**src/rtl/note_sequencer.sv**
```systemverilog
// Note sequencer: queues {frequency, duration, weights} notes and plays them one at a time
// against the oscillator's sample tick, with an optional silent gap between notes.
module note_sequencer #(
  parameter int CPU_CLOCK_FREQ = 50_000_000,
  parameter int FIFO_DEPTH     = 8,
  parameter int GAP_TICKS      = 16
) (
  input  logic                        clk,
  input  logic                        rst_n,
  input  logic                        cmd_valid,
  output logic                        cmd_ready,
  input  logic [14:0]                 cmd_frequency,
  input  logic [15:0]                 cmd_duration,
  input  logic [11:0]                 cmd_weights,
  input  logic                        run,
  input  logic                        stop,
  input  logic                        sample_en,
  output logic [14:0]                 nco_frequency,
  output logic [2:0]                  nco_sine_weight,
  output logic [2:0]                  nco_triangle_weight,
  output logic [2:0]                  nco_sawtooth_weight,
  output logic [2:0]                  nco_square_weight,
  output logic                        busy,
  output logic                        note_done,
  output logic [$clog2(FIFO_DEPTH):0] fifo_count
);

  localparam int AW = $clog2(FIFO_DEPTH);
  localparam int CW = AW + 1;
  localparam logic [CW-1:0] DEPTH    = CW'(FIFO_DEPTH);
  localparam logic [15:0]   GAP_LAST = 16'(GAP_TICKS - 1);

  typedef enum logic [1:0] {IDLE, LOAD, PLAY, GAP} state_e;

  state_e        state_q;
  logic [42:0]   mem_q [FIFO_DEPTH];
  logic [AW-1:0] wr_ptr_q, rd_ptr_q;
  logic [CW-1:0] count_q;
  logic [14:0]   freq_q;
  logic [11:0]   wts_q;
  logic [15:0]   tick_q, gap_q;
  logic          busy_q, note_done_q;

  logic          push_s, pop_s, more_s;
  logic [42:0]   head_s;
  logic [15:0]   head_dur_s;

  assign cmd_ready  = (count_q != DEPTH) && !stop;
  assign push_s     = cmd_valid && cmd_ready;
  assign pop_s      = (state_q == LOAD);
  assign more_s     = run && (count_q != {CW{1'b0}});
  assign head_s     = mem_q[rd_ptr_q];
  assign head_dur_s = head_s[27:12];

  // Queue storage: data only, occupancy lives in the pointers and count.
  always_ff @(posedge clk) begin
    if (push_s) begin
      mem_q[wr_ptr_q] <= {cmd_frequency, cmd_duration, cmd_weights};
    end
  end

  // Sequencer FSM together with queue bookkeeping; stop overrides everything.
  always_ff @(posedge clk or negedge rst_n) begin
    if (!rst_n) begin
      state_q     <= IDLE;
      wr_ptr_q    <= {AW{1'b0}};
      rd_ptr_q    <= {AW{1'b0}};
      count_q     <= {CW{1'b0}};
      freq_q      <= 15'd0;
      wts_q       <= 12'd0;
      tick_q      <= 16'd0;
      gap_q       <= 16'd0;
      busy_q      <= 1'b0;
      note_done_q <= 1'b0;
    end else if (stop) begin
      state_q     <= IDLE;
      wr_ptr_q    <= {AW{1'b0}};
      rd_ptr_q    <= {AW{1'b0}};
      count_q     <= {CW{1'b0}};
      wts_q       <= 12'd0;
      tick_q      <= 16'd0;
      gap_q       <= 16'd0;
      busy_q      <= 1'b0;
      note_done_q <= 1'b0;
    end else begin
      note_done_q <= 1'b0;
      if (push_s) wr_ptr_q <= wr_ptr_q + AW'(1);
      if (pop_s)  rd_ptr_q <= rd_ptr_q + AW'(1);
      if (push_s && !pop_s)      count_q <= count_q + CW'(1);
      else if (!push_s && pop_s) count_q <= count_q - CW'(1);
      else                       count_q <= count_q;

      case (state_q)
        IDLE: begin
          if (more_s) begin
            state_q <= LOAD;
            busy_q  <= 1'b1;
          end
        end
        LOAD: begin
          freq_q  <= head_s[42:28];
          wts_q   <= head_s[11:0];
          tick_q  <= (head_dur_s == 16'd0) ? 16'd0 : head_dur_s - 16'd1;
          state_q <= PLAY;
        end
        PLAY: begin
          if (sample_en) begin
            if (tick_q == 16'd0) begin
              note_done_q <= 1'b1;
              wts_q       <= 12'd0;
              gap_q       <= 16'd0;
              if (GAP_TICKS != 0) begin
                state_q <= GAP;
              end else begin
                state_q <= more_s ? LOAD : IDLE;
                busy_q  <= more_s;
              end
            end else begin
              tick_q <= tick_q - 16'd1;
            end
          end
        end
        GAP: begin
          if (sample_en) begin
            if (gap_q == GAP_LAST) begin
              gap_q   <= 16'd0;
              state_q <= more_s ? LOAD : IDLE;
              busy_q  <= more_s;
            end else begin
              gap_q <= gap_q + 16'd1;
            end
          end
        end
        default: begin
          state_q <= IDLE;
          busy_q  <= 1'b0;
        end
      endcase
    end
  end

  assign nco_frequency       = freq_q;
  assign nco_sine_weight     = wts_q[11:9];
  assign nco_triangle_weight = wts_q[8:6];
  assign nco_sawtooth_weight = wts_q[5:3];
  assign nco_square_weight   = wts_q[2:0];
  assign busy                = busy_q;
  assign note_done           = note_done_q;
  assign fifo_count          = count_q;

endmodule

```
**config.mk**
```make
export PLATFORM = sky130hd
export DESIGN_NAME = note_sequencer
export DESIGN_NICKNAME = d
export VERILOG_FILES = /design/src/rtl/note_sequencer.sv
export SDC_FILE = /design/constraint.sdc
export NUM_CORES = 1
export LEC_CHECK = 0
export ABC_AREA = 0
export CAP_MARGIN = 30
export CORE_AREA = 10 10 231 233
export CTS_CLUSTER_DIAMETER = 80
export DETAILED_ROUTE_END_ITERATION = 16
export DIE_AREA = 0 0 241 243
export SLEW_MARGIN = 30
export SYNTH_ARGS = -nofsm -noshare
export SYNTH_HDL_FRONTEND = slang
export SYNTH_SLANG_ARGS = --single-unit
```
**constraint.sdc**
```tcl
create_clock -name clk -period 11.92 [get_ports clk]
set_input_delay 1.192 -clock clk [delete_from_list [all_inputs] [get_ports clk]]
set_output_delay 1.192 -clock clk [all_outputs]
set_load 0.05 [all_outputs]
```
==> results.py <==
metrics = {
    "grt": {
        "antenna_found_initial": 3,
        "grt_pass1_wl_mm": 55.1,
        "gr-total-overflow": 0,
        "grt_usage_pct": 12.0,
        "grt_pass1_vias": 9248,
        "grt_max_degree": 57,
    },
    "synthesis": {
        "synth_top_area_share_pct": 61.0,
        "syn_area_um2": 16900,
        "synth_common_cells": "edfxtp_1 (344), mux4_2 (86), nand2_1 (81), dfrtp_1 (73), o21ai_0 (57)",
        "synth_warnings": 0,
        "synth_fp_nets": 1027,
        "synthArstFlopShare_pct": 17.5,
        "ys_ff_latch": 417,
        "ys_seq_area_share_pct": 71.8,
        "synth-edff-count": 344,
        "synth_top_area_cell": "edfxtp_1",
        "synth_cell_types": 57,
        "synthFlopType": "edfxtp_1",
        "ys_top_cells_by_area": "edfxtp_1 (61%), mux4_2 (11%), dfrtp_1 (11%), mux2i_1 (2.6%), nand2_1 (1.8%)",
        "synthCells": 965,
        "syn_area_per_cell_um2": 17.5,
        "synth_most_common_cell": "edfxtp_1",
    },
    "min_path": {
        "hp-class": "reg2reg",
    },
    "worst_setup_path": {
        "arrival_ns": 3.30,
        "slowest_stage": "clkdlybuf4s50_1",
        "rrSetupSlack_ns": 7.59,
        "path_class": "in2out",
        "cp-startpoint": "stop",
        "cpMostUsedCell": "clkdlybuf4s50_1",
        "r2r_cells": 9,
        "end_kind": "output port",
        "reg2reg_to": "tick_q[2]",
        "slowest_delay_ns": 0.87,
        "cp-start-kind": "primary input",
        "cp.required_ns": 10.73,
        "crit_chain": "clkdlybuf4s50_1, a21oi_1, clkdlybuf4s50_1",
        "worstSetupEndpoint": "cmd_ready",
        "path_max_fanout": 22,
        "reg2reg_from": "rd_ptr_q[0]",
    },
    "timing": {
        "report.final.setup_viol": 0,
        "hold_slack_ns": 0.480,
        "slew_headroom_pct": 36.7,
        "tns_ns": 0,
        "post-route-period-util_pct": 37.7,
        "finClkSkew_ns": 0.0177,
        "fin_crit_ns": 4.49,
        "maxSlewViolCount": 0,
        "worst_pin_slew_ns": 0.950,
        "hold_viol": 0,
        "rsz0062_at_grt": "no",
        "timing.fmax_mhz": 223,
    },
    "power_and_ir_drop": {
        "p_sw_share_pct": 30.7,
        "pwr-share-clk_pct": 31.7,
        "p_int_mw": 2.99,
        "ir_drop_v": 0.000135,
        "p_comb_share_pct": 26.3,
        "p_total_mw": 4.32,
        "p_leak_nw": 6.55,
        "p_sw_mw": 1.32,
        "power.density_nw_per_um2": 216,
        "power_frac_seq_pct": 42.0,
    },
    "route": {
        "first_iter_violations": 613,
        "via_per_inst": 5.10,
        "vias": 8780,
        "wirelength_mm": 35.3,
        "antenna_left": 0,
        "drt_first_pass_iters": 5,
        "wl_per_cell_um": 20.5,
        "drt_drc_violations_left": 0,
    },
    "clock_tree": {
        "post_cts_resized": 0,
        "cts_tree": "yes",
        "hold_buffers": 0,
        "htreeDepth": 2,
        "cts_sinks": 417,
        "ctsRootBufferMaster": "clkbuf_16",
        "clock_latency_ns": 0.55,
        "postCtsSetupBuffers": 0,
        "cts_buffers": 44,
        "cts.reportedPaths.clkPinSlew_ns": 0.06,
        "clockBufferDepth": 3,
    },
    "placed_design": {
        "gp_congestion": 0.774,
        "port_buffers": 82,
        "hpwlAfterDp_mm": 20.4,
        "placed_cell_area_um2": 18500,
    },
    "final_layout": {
        "nNetsFinal": 1126,
        "area_delta_synth_final_pct": 17.9,
        "drive_above_1_share_pct": 17.1,
        "fin_area_um2": 20000,
        "n_antenna_cell": 0,
    },
    "floorplanning": {
        "coreArea_um2": 48600,
        "die_x_um": 241,
        "die_area_um2": 58600,
        "start_util_pct": 34.8,
        "chipHeight_um": 243,
        "rows": 81,
        "ios": 83,
    },
    "run": {
        "drv_cap": 0,
    },
    "run_status": {
        "status": "completed",
    },
}
[through the flow]
stage	utilization [%]	instances	setup slack (ns)
after floorplan	-	965	5.84
after global placement	38.0	1639	7.26
after detailed placement	38.0	1640	7.37
after CTS	41.0	1721	7.43
after global routing	41.0	1721	7.09
final	41.0	1721	7.43
[worst max-delay path: cells and delay by family]
| family | cells | cell delay [ns] |
|---|---|---|
| compound gates | 1 | 0.41 |
| buf+inv | 2 | 1.69 |
[power groups by stage]
stage / clock network, mW / logic [mW] / registers (mW)
6_report: 1.37 / 1.14 / 1.81
5_1_grt: 1.46 / 1.24 / 1.83
4_1_cts: 1.40 / 1.15 / 1.82
3_5_place_dp: 0 / 1.15 / 1.85
3_3_place_gp: 0 / 1.11 / 1.86
2_1_floorplan: 0 / 0.704 / 1.96
[per-layer routing]
| layer | up-vias | part of all wire, % | GRT usage (%) |
|---|---|---|---|
| met2 | 160 | 49 | 19.5 |
| li1 | 4019 | - | - |
| met3 | 45 | 4.7 | 2.81 |
| met5 | - | 0.071 | 0 |
| met4 | 6 | 1.4 | 2.55 |
| met1 | 4550 | 45 | 16.1 |
[area by class of cell]
class / count / area, um^2
fillers: 4342 / 28700
inverters: 14 / 52.6
well taps: 622 / 778
clock buffers: 65 / 1240
clock inverters: 16 / 220
flip-flops and latches: 417 / 12200
repair buffers: 96 / 936
multi-input cells: 491 / 4580
[flip-flops by register name (all words and copies together) (netlist names)]
name           cells
wr_ptr_q           3
mem_q            344
state_q            2
rd_ptr_q           3
gap_q             16
note_done          1
wts_q             12
nco_frequency     15
tick_q            16
busy               1
fifo_count         4
[layout by cell type, fill, tap and decap left out, types with 13 or more instances in the layout]
cell type and count:
dfrtp_1 70, mux2i_1 44, inv_1 14, mux4_2 86, clkdlybuf4s50_1 81, a21oi_1 15, nand3_1 13, nor2_1 35
nand2_1 81, clkbuf_16 44, edfxtp_1 344, clkbuf_1 15, buf_4 14, o21ai_0 57
[how the worst min path moves through the flow]
stage                           startpoint               end  slack, ns  cells past startpoint
final                     nco_frequency[8]  nco_frequency[8]       0.48                      2
after global routing      nco_frequency[6]  nco_frequency[6]       0.51                      2
after CTS                         wts_q[8]          wts_q[8]       0.48                      2
after detailed placement          wts_q[8]          wts_q[8]       0.47                      2
after global placement            wts_q[9]          wts_q[9]       0.46                      2
after floorplan                   gap_q[1]          gap_q[1]       0.46                      2
[cells by family (layout without fill, tap and decap cells)]
family | after synthesis | in the layout | share of synthesized area, %
DFF | 417 | 417 | 71.8
and+or+nand+nor | 203 | 203 | 5.90
muxes | 133 | 133 | 14.2
AOI/OAI and AO/OA | 124 | 124 | 4.52
buffers and inverters | 57 | 191 | 1.61
xor gates and xnor gates | 18 | 18 | 0.931
adders and majority gates | 13 | 13 | 1.00
Note: power is estimated with default switching activity, not from simulation.
